### config.mk
export PLATFORM = sky130hd
export DESIGN_NAME = ps2_keyboard_tx
export DESIGN_NICKNAME = d
export VERILOG_FILES = /design/src/rtl/ps2_pkg.sv /design/src/rtl/ps2_tx_fifo.sv /design/src/rtl/ps2_keyboard_tx.sv
export SDC_FILE = /design/constraint.sdc
export NUM_CORES = 1
export LEC_CHECK = 0
export CORE_ASPECT_RATIO = 1.1
export CORE_MARGIN = 3
export CORE_UTILIZATION = 55
export DETAILED_ROUTE_END_ITERATION = 8
export PLACE_DENSITY = 0.75
export SLEW_MARGIN = 20
export SYNTH_ARGS = -nofsm -noshare
export SYNTH_HDL_FRONTEND = slang
export SYNTH_SLANG_ARGS = --single-unit
### constraint.sdc
create_clock -name clk -period 3.3 [get_ports clk]
set_input_delay 0.66 -clock clk [delete_from_list [all_inputs] [get_ports clk]]
set_output_delay 0.66 -clock clk [all_outputs]
set_load 0.03 [all_outputs]
### src/rtl/ps2_pkg.sv
// Shared PS/2 definitions: frame layout, FSM encoding and a frame builder.
// The break code is exported for benches that emit key-release sequences.
package ps2_pkg;

  localparam int         PS2_FRAME_BITS = 11;
  localparam logic       PS2_START_BIT  = 1'b0;
  localparam logic       PS2_STOP_BIT   = 1'b1;
  localparam logic [7:0] PS2_BREAK_CODE = 8'hF0;

  typedef enum logic [2:0] {
    ST_IDLE,
    ST_LOAD,
    ST_HIGH,
    ST_LOW,
    ST_GAP
  } ps2_state_e;

  // Bit 0 goes on the wire first; parity is odd over the data byte.
  function automatic logic [PS2_FRAME_BITS-1:0] ps2_make_frame(input logic [7:0] data);
    return {PS2_STOP_BIT, ~^data, data, PS2_START_BIT};
  endfunction

endpackage

### src/rtl/ps2_tx_fifo.sv
// Synchronous byte FIFO with registered read: pop_data is valid the cycle after pop.
// A full FIFO rejects pushes even when a pop happens in the same cycle.
module ps2_tx_fifo #(
  parameter int DEPTH = 4,
  localparam int AW = $clog2(DEPTH),
  localparam int CW = AW + 1
) (
  input  logic          clk,
  input  logic          reset,
  input  logic          push,
  input  logic [7:0]    push_data,
  input  logic          pop,
  output logic [7:0]    pop_data,
  output logic [CW-1:0] count,
  output logic          full,
  output logic          empty
);

  logic [7:0]    mem [DEPTH];
  logic [AW-1:0] wr_ptr_reg;
  logic [AW-1:0] rd_ptr_reg;
  logic [CW-1:0] count_reg;
  logic [7:0]    rd_data_reg;
  logic          do_push;
  logic          do_pop;

  assign full     = (count_reg == CW'(DEPTH));
  assign empty    = (count_reg == '0);
  assign do_push  = push & ~full;
  assign do_pop   = pop & ~empty;
  assign count    = count_reg;
  assign pop_data = rd_data_reg;

  always_ff @(posedge clk) begin
    if (do_push) mem[wr_ptr_reg] <= push_data;
  end

  always_ff @(posedge clk) begin
    if (do_pop) rd_data_reg <= mem[rd_ptr_reg];
  end

  // Pointers wrap for free because DEPTH is a power of two.
  always_ff @(posedge clk) begin
    if (reset) begin
      wr_ptr_reg <= '0;
      rd_ptr_reg <= '0;
      count_reg  <= '0;
    end else begin
      if (do_push) wr_ptr_reg <= wr_ptr_reg + 1'b1;
      if (do_pop)  rd_ptr_reg <= rd_ptr_reg + 1'b1;
      count_reg <= count_reg + CW'(do_push) - CW'(do_pop);
    end
  end

endmodule

### src/rtl/ps2_keyboard_tx.sv
// Device-side PS/2 transmitter: serialises buffered scan-code bytes as 11-bit
// frames on registered ps2_clk/ps2_data, with a forced idle gap after each frame.
module ps2_keyboard_tx
  import ps2_pkg::*;
#(
  parameter int CLK_DIV    = 50,
  parameter int GAP_CYCLES = 100,
  parameter int FIFO_DEPTH = 4,
  localparam int CW = $clog2(FIFO_DEPTH) + 1
) (
  input  logic          clk,
  input  logic          reset,
  input  logic [7:0]    in_data,
  input  logic          in_valid,
  output logic          in_ready,
  output logic          ps2_clk,
  output logic          ps2_data,
  output logic          busy,
  output logic [CW-1:0] fifo_count
);

  localparam int DW = $clog2(CLK_DIV);
  localparam int GW = $clog2(GAP_CYCLES + 1);
  localparam logic [DW-1:0] DIV_LAST = DW'(CLK_DIV - 1);
  localparam logic [GW-1:0] GAP_LAST = GW'(GAP_CYCLES - 1);
  localparam logic [3:0]    BIT_LAST = 4'(PS2_FRAME_BITS - 1);

  ps2_state_e                state_reg, state_next;
  logic [DW-1:0]             div_cnt_reg, div_cnt_next;
  logic [GW-1:0]             gap_cnt_reg, gap_cnt_next;
  logic [3:0]                bit_idx_reg, bit_idx_next;
  logic [PS2_FRAME_BITS-1:0] frame_reg, frame_next;
  logic                      ps2_clk_reg, ps2_clk_next;
  logic                      ps2_data_reg, ps2_data_next;

  logic       fifo_pop;
  logic [7:0] fifo_rd_data;
  logic       fifo_full;
  logic       fifo_empty;

  assign in_ready = ~fifo_full;

  ps2_tx_fifo #(.DEPTH(FIFO_DEPTH)) u_fifo (
    .clk       (clk),
    .reset     (reset),
    .push      (in_valid),
    .push_data (in_data),
    .pop       (fifo_pop),
    .pop_data  (fifo_rd_data),
    .count     (fifo_count),
    .full      (fifo_full),
    .empty     (fifo_empty)
  );

  always_ff @(posedge clk) begin
    if (reset) begin
      state_reg    <= ST_IDLE;
      div_cnt_reg  <= '0;
      gap_cnt_reg  <= '0;
      bit_idx_reg  <= '0;
      frame_reg    <= '1;
      ps2_clk_reg  <= 1'b1;
      ps2_data_reg <= 1'b1;
    end else begin
      state_reg    <= state_next;
      div_cnt_reg  <= div_cnt_next;
      gap_cnt_reg  <= gap_cnt_next;
      bit_idx_reg  <= bit_idx_next;
      frame_reg    <= frame_next;
      ps2_clk_reg  <= ps2_clk_next;
      ps2_data_reg <= ps2_data_next;
    end
  end

  always_comb begin
    state_next   = state_reg;
    div_cnt_next = div_cnt_reg;
    gap_cnt_next = gap_cnt_reg;
    bit_idx_next = bit_idx_reg;
    frame_next   = frame_reg;
    fifo_pop     = 1'b0;

    case (state_reg)
      ST_IDLE: begin
        if (!fifo_empty) begin
          fifo_pop   = 1'b1;
          state_next = ST_LOAD;
        end
      end
      // Registered FIFO read lands here, one cycle after the pop.
      ST_LOAD: begin
        frame_next   = ps2_make_frame(fifo_rd_data);
        bit_idx_next = '0;
        div_cnt_next = '0;
        state_next   = ST_HIGH;
      end
      ST_HIGH: begin
        if (div_cnt_reg == DIV_LAST) begin
          div_cnt_next = '0;
          state_next   = ST_LOW;
        end else begin
          div_cnt_next = div_cnt_reg + 1'b1;
        end
      end
      ST_LOW: begin
        if (div_cnt_reg == DIV_LAST) begin
          div_cnt_next = '0;
          if (bit_idx_reg == BIT_LAST) begin
            gap_cnt_next = '0;
            state_next   = ST_GAP;
          end else begin
            bit_idx_next = bit_idx_reg + 1'b1;
            state_next   = ST_HIGH;
          end
        end else begin
          div_cnt_next = div_cnt_reg + 1'b1;
        end
      end
      ST_GAP: begin
        if (gap_cnt_reg == GAP_LAST) state_next = ST_IDLE;
        else gap_cnt_next = gap_cnt_reg + 1'b1;
      end
      default: state_next = ST_IDLE;
    endcase
  end

  // Line outputs follow the state by one cycle; data changes only at the
  // start of HIGH so it is stable across the whole HIGH+LOW bit period.
  always_comb begin
    ps2_clk_next  = (state_reg != ST_LOW);
    ps2_data_next = ps2_data_reg;
    if (state_reg == ST_HIGH && div_cnt_reg == '0)
      ps2_data_next = frame_reg[bit_idx_reg];
    else if (state_reg == ST_IDLE || state_reg == ST_GAP)
      ps2_data_next = 1'b1;
  end

  assign ps2_clk  = ps2_clk_reg;
  assign ps2_data = ps2_data_reg;
  assign busy     = (state_reg != ST_IDLE) | (fifo_count != '0);

endmodule

==> results of run 1 <==
-- cell usage in the layout, fill, tap and decap left out, types with 7 or more instances in the layout --
master           count
ha_1                12
clkbuf_8             9
edfxtp_1            40
dfxtp_1             39
and2_1               7
a21oi_1             14
nand3_1             19
xnor2_1              9
nor2_1              15
mux4_2              10
inv_1               11
nand2_1             34
clkdlybuf4s50_1     17
nand2b_1             9
mux2i_1              7
-- per-layer routing --
layer / vias up / global-route usage (%) / part of all wire [%]
met3: 9 / 4.100 / 3.2
met2: 32 / 26.21 / 49
li1: 1084 / - / -
met1: 1047 / 21.94 / 47
met4: 0 / 8.310 / 1.3
met5: - / 0 / 0
-- power groups by stage --
stage,Clock (mW),Sequential [mW],Combinational (mW)
finish,0.833,1.41,0.890
CTS,0.851,1.41,0.904
detailed placement,0,1.43,0.895
global placement,0,1.42,0.873
floorplan,0,1.40,0.706
global route,0.885,1.43,0.986
-- path summary, 6_finish.rpt --
kind	from	endpoint	slack, ns	cells past startpoint
max	state_reg[2]	u_fifo.count[2]	0.58	10
min	frame_reg[0]	frame_reg[0]	0.45	2
max reg2reg	state_reg[2]	u_fifo.count[2]	0.58	10
min reg2reg	frame_reg[0]	frame_reg[0]	0.45	2
-- critical path: cells and delay by family, from the launching register on --
family | cells | cell delay [ns]
flip-flops | 1 | 0.44
XOR/XNOR | 2 | 0.34
adder cells (fa/ha/maj) | 3 | 0.82
buffers and inverters | 2 | 0.11
AND/OR/NAND/NOR | 3 | 0.89
-- metrics by stage --
stage / cell area [sq um] / setup WS, ns / util, % / power [mW] / hold WS, ns
floorplan: 3508 / 0.8188 / - / 2.101 / 0.4192
global placement: 3720 / 0.6720 / 62.13 / 2.293 / 0.4287
detailed placement: 3720 / 0.5846 / 62.13 / 2.328 / 0.4450
CTS: 3953 / 0.5761 / 66.02 / 3.165 / 0.4591
global route: 3953 / 0.4015 / 66.02 / 3.303 / 0.4658
finish: 3953 / 0.5763 / 66.02 / 3.131 / 0.4534
-- logic make-up (layout without fill, tap and decap cells) --
| kind of cell | after synthesis | count (layout) | share of synthesized area, % |
|---|---|---|---|
| compound gates | 37 | 37 | 7.775 |
| simple gates | 108 | 108 | 16.51 |
| mux | 17 | 17 | 8.417 |
| fa+ha+maj | 13 | 13 | 4.850 |
| flops | 79 | 79 | 56.49 |
| xor+xnor | 12 | 12 | 2.996 |
| buf+inv | 23 | 45 | 2.960 |
-- final cells by class --
cell class	instances	area, sq um	area share (%)
sequential	79	1982	50.14
multi-input combinational	187	1423	35.99
timing repair buffer	18	177.7	4.495
clock buffer	9	123.9	3.134
clock inverter	7	108.9	2.754
tap	77	96.34	2.437
inverter	11	41.29	1.045
==> results_dict.tcl, run 1 <==
set metrics [dict create \
    synth_seq_cells 79 \
    slew_viol_final 0 \
    power_frac_clock_pct 26.6 \
    status "finished clean" \
    grt_pass1_vias 2047 \
    hold_violations 0 \
    gp_congestion 0.7875 \
    grt_pass1_wl_um 9522 \
    post_synth_num_cell_types 49 \
    grt_max_degree 17 \
    ioPinCount 18 \
    max_freq_ghz 0.3672 \
    drive_gt1_share_pct 10.93 \
    final_cells 388 \
    synth_area_leaders "edfxtp_1 (34%), dfxtp_1 (22%), mux4_2 (6.4%)" \
    cp-start-kind "flop" \
    avgSynthCellArea_sq_um 12.14 \
    antenna_found_initial 0 \
    ys_top_cells_by_count "edfxtp_1 (40), dfxtp_1 (39), nand2_1 (34), nand3_1 (19), nor2_1 (15)" \
    power.combinational.fraction_pct 28.4 \
    first_pass_iters 4 \
    clockBufferDepth 2 \
    cts-htree-levels 3 \
    die-area_sq_um 7374 \
    yosys.area.top_type_share_pct 34.24 \
    cts_buffers 9 \
    synth_fp_nets 313 \
    port_buffers 17 \
    worst_slew_pin_slew_ns 0.6574 \
    initialDrtViolationCount 93 \
    max_slew_margin_pct 56.01 \
    setup_violations 0 \
    antenna_cells 0 \
    grt_setup_unrepaired "false" \
    grt.total_usage_pct 16.92 \
    via_count 2172 \
    swShare_pct 32.27 \
    yosysSeqAreaShare_pct 56.49 \
    synth_ff_type "edfxtp_1" \
    crit_type "reg -> reg" \
    min_period_over_period_pct 82.54 \
    power.density_nw_per_um2 792.3 \
    peakVddDrop_v 0.0004747 \
    critPathSlowestCell "and2_1" \
    yosysMostFrequentCell "edfxtp_1" \
    critPathArrivalTime_ns 2.94 \
    tritoncts "built" \
    post-route-min-period_ns 2.724 \
    clock_latency_ns 0.35 \
    cellInternalPower_mw 2.121 \
    cap_violations 0 \
    crit_path_end_kind "flop" \
    wl_per_cell_um 14.88 \
    p_sw_mw 1.011 \
    drt_wl_total_um 5775 \
    drc 0 \
    post_cts.repair.setup_buffers 0 \
    synthArstFlopShare_pct 0 \
    synth_area_sq_um 3508 \
    dp_cells 372 \
    yosysWarnings 0 \
    clock-root-buffer "clkbuf_8" \
    synth.largest_area_cell "edfxtp_1" \
    overflow 0 \
    tns_ns 0 \
    post_cts_resized 0 \
    start_util_pct 58.60 \
    cp_cell_sequence "nor3_1, and2_1, ha_1, inv_1, ha_1, inv_1, fa_1, xor2_1, xnor2_1, nor2_1" \
    cp_max_fo 12 \
    hold_buffers 0 \
    fillers 462 \
    syn_inst 289 \
    ant_nets 0 \
    clkSinkCount 79 \
    die_h_um 89.77 \
    power_frac_seq_pct 45.0 \
    synth-edff-count 40 \
    cp.required_ns 3.51 \
    skew_ns 0.009113 \
    largest_reg_flops 32 \
    cts.clk_slew.worst_paths_ns 0.09 \
    post_drt_via_cell_ratio 5.598 \
    die_w_um 82.15 \
    critical_path.max_stage_delay_ns 0.46 \
    design.core.area_sq_um 5987 \
    rows 29 \
    area_growth_pct 12.66 \
    p_leak_nw 1.464 \
    dpl.hpwl_um 4045 \
    hold_class "reg -> reg" \
    fin_nets 330 \
]
Power figures use the tool's default switching activity.
==> run 2, diff against run 1 <==
Clock period 3.3 ns to 2.6 ns, I/O delays scaled along.
==> results_dict.tcl, run 2 (synthesized netlist as in run 1, its figures left out) <==
set metrics [dict create \
    cap_violations 0 \
    critPathArrivalTime_ns 1.93 \
    ant_nets 0 \
    grt_pass1_wl_um 10160 \
    peakVddDrop_v 0.0005577 \
    port_buffers 17 \
    post-route-min-period_ns 2.446 \
    critical_path.max_stage_delay_ns 0.62 \
    skew_ns 0.007096 \
    crit_type "reg -> out" \
    clockBufferDepth 2 \
    max_freq_ghz 0.4089 \
    critPathSlowestCell "clkdlybuf4s50_1" \
    cp-start-kind "flop" \
    via_count 2204 \
    final_cells 392 \
    first_pass_iters 4 \
    initialDrtViolationCount 107 \
    hold_buffers 0 \
    cts_buffers 9 \
    rows 29 \
    post_cts_resized 0 \
    die_h_um 89.77 \
    status "finished clean" \
    wl_per_cell_um 15.38 \
    drive_gt1_share_pct 12.06 \
    cp.required_ns 2.08 \
    crit_path_end_kind "primary output" \
    slew_viol_final 0 \
    ioPinCount 18 \
    clkSinkCount 79 \
    gp_congestion 0.7781 \
    post_cts.repair.setup_buffers 0 \
    max_slew_margin_pct 56.71 \
    grt_setup_unrepaired "false" \
    drt_wl_total_um 6030 \
    clock-root-buffer "clkbuf_8" \
    clock_latency_ns 0.35 \
    drc 0 \
    cp_cell_sequence "or3_1, nand2b_1, clkdlybuf4s50_1" \
    power.density_nw_per_um2 1010 \
    tns_ns 0 \
    cp_max_fo 5 \
    hold_violations 0 \
    tritoncts "built" \
    hold_class "reg -> reg" \
    design.core.area_sq_um 5987 \
    antenna_cells 0 \
    cts-htree-levels 3 \
    antenna_found_initial 0 \
    setup_violations 0 \
    fillers 446 \
    die-area_sq_um 7374 \
    die_w_um 82.15 \
    cts.clk_slew.worst_paths_ns 0.09 \
    layout_common_cells "edfxtp_1 (40), dfxtp_1 (39), nand2_1 (34)" \
    holdWs_ns 0.4624 \
    dpl.hpwl_um 4213 \
    start_util_pct 58.60 \
    worst_slew_pin_slew_ns 0.6484 \
    p_leak_nw 1.482 \
    mostFrequentLayoutCell "edfxtp_1" \
    min_period_over_period_pct 94.07 \
    post_drt_via_cell_ratio 5.622 \
    largest_reg_flops 32 \
    dp_cells 376 \
    grt.total_usage_pct 18.16 \
    grt_pass1_vias 2138 \
    cpLargestDelayFamily "buffers and inverters" \
    cp_num_buf_inv 1 \
    area_growth_pct 13.45 \
    fin_nets 334 \
    overflow 0 \
    grt_max_degree 20 \
]
-- run 2: changes by cell type in the layout (fill, tap and decap cells not counted), sizes merged --
cell  delta
buf      +4
-- run 2: layout make-up --
class	instances	area, sq um	area share [%]
Sequential cell	79	1982	49.80
Multi-Input combinational cell	187	1423	35.74
Timing Repair Buffer	22	207.7	5.218
Clock buffer	9	123.9	3.112
Clock inverter	7	106.4	2.672
Tap cell	77	96.34	2.421
Inverter	11	41.29	1.037
-- run 2: worst register-to-register path, cell delays in order, from the launching register on --
cell and delay (ns):
dfxtp_1 0.37, or3_1 0.42, and2_1 0.18, ha_1 0.26, inv_1 0.06, ha_1 0.14
inv_1 0.06, fa_1 0.37, xor2_1 0.18, xnor2_1 0.14, nor2_1 0.05
-- run 2: metal layers --
metal | track usage, % | share of wire, % | vias to the layer above
li1 | - | - | 1101
met1 | 23.78 | 45 | 1056
met2 | 28.10 | 49 | 40
met3 | 5.100 | 4.1 | 7
met4 | 7.479 | 1.5 | 0
met5 | 0 | 0 | -
-- run 2: final timing paths --
| check | startpoint | to | slack (ns) | cells after the start |
|---|---|---|---|---|
| worst max register to register | u_fifo.count[1] | u_fifo.count[2] | 0.26 | 10 |
| worst min-delay path | frame_reg[0] | frame_reg[0] | 0.46 | 2 |
| worst max-delay path | u_fifo.count[1] | busy | 0.15 | 3 |
| worst min register to register | frame_reg[0] | frame_reg[0] | 0.46 | 2 |
-- run 2: per-stage QoR --
| stage | setup slack, ns | utilization, % | power, mW | area, sq um |
|---|---|---|---|---|
| after floorplan | 0.1188 | - | 2.667 | 3508 |
| after global routing | 0.08994 | 66.48 | 4.252 | 3980 |
| after detailed placement | 0.2873 | 62.63 | 3.007 | 3750 |
| after global placement | 0.3640 | 62.63 | 2.948 | 3750 |
| final | 0.1542 | 66.48 | 4.019 | 3980 |
| after CTS | 0.1270 | 66.48 | 4.064 | 3980 |
-- run 2: report_power, final --
group	switching [mW]	total (mW)	internal, mW
combinational	0.617	1.18	0.562
sequential	0.195	1.79	1.59
clock	0.488	1.05	0.561
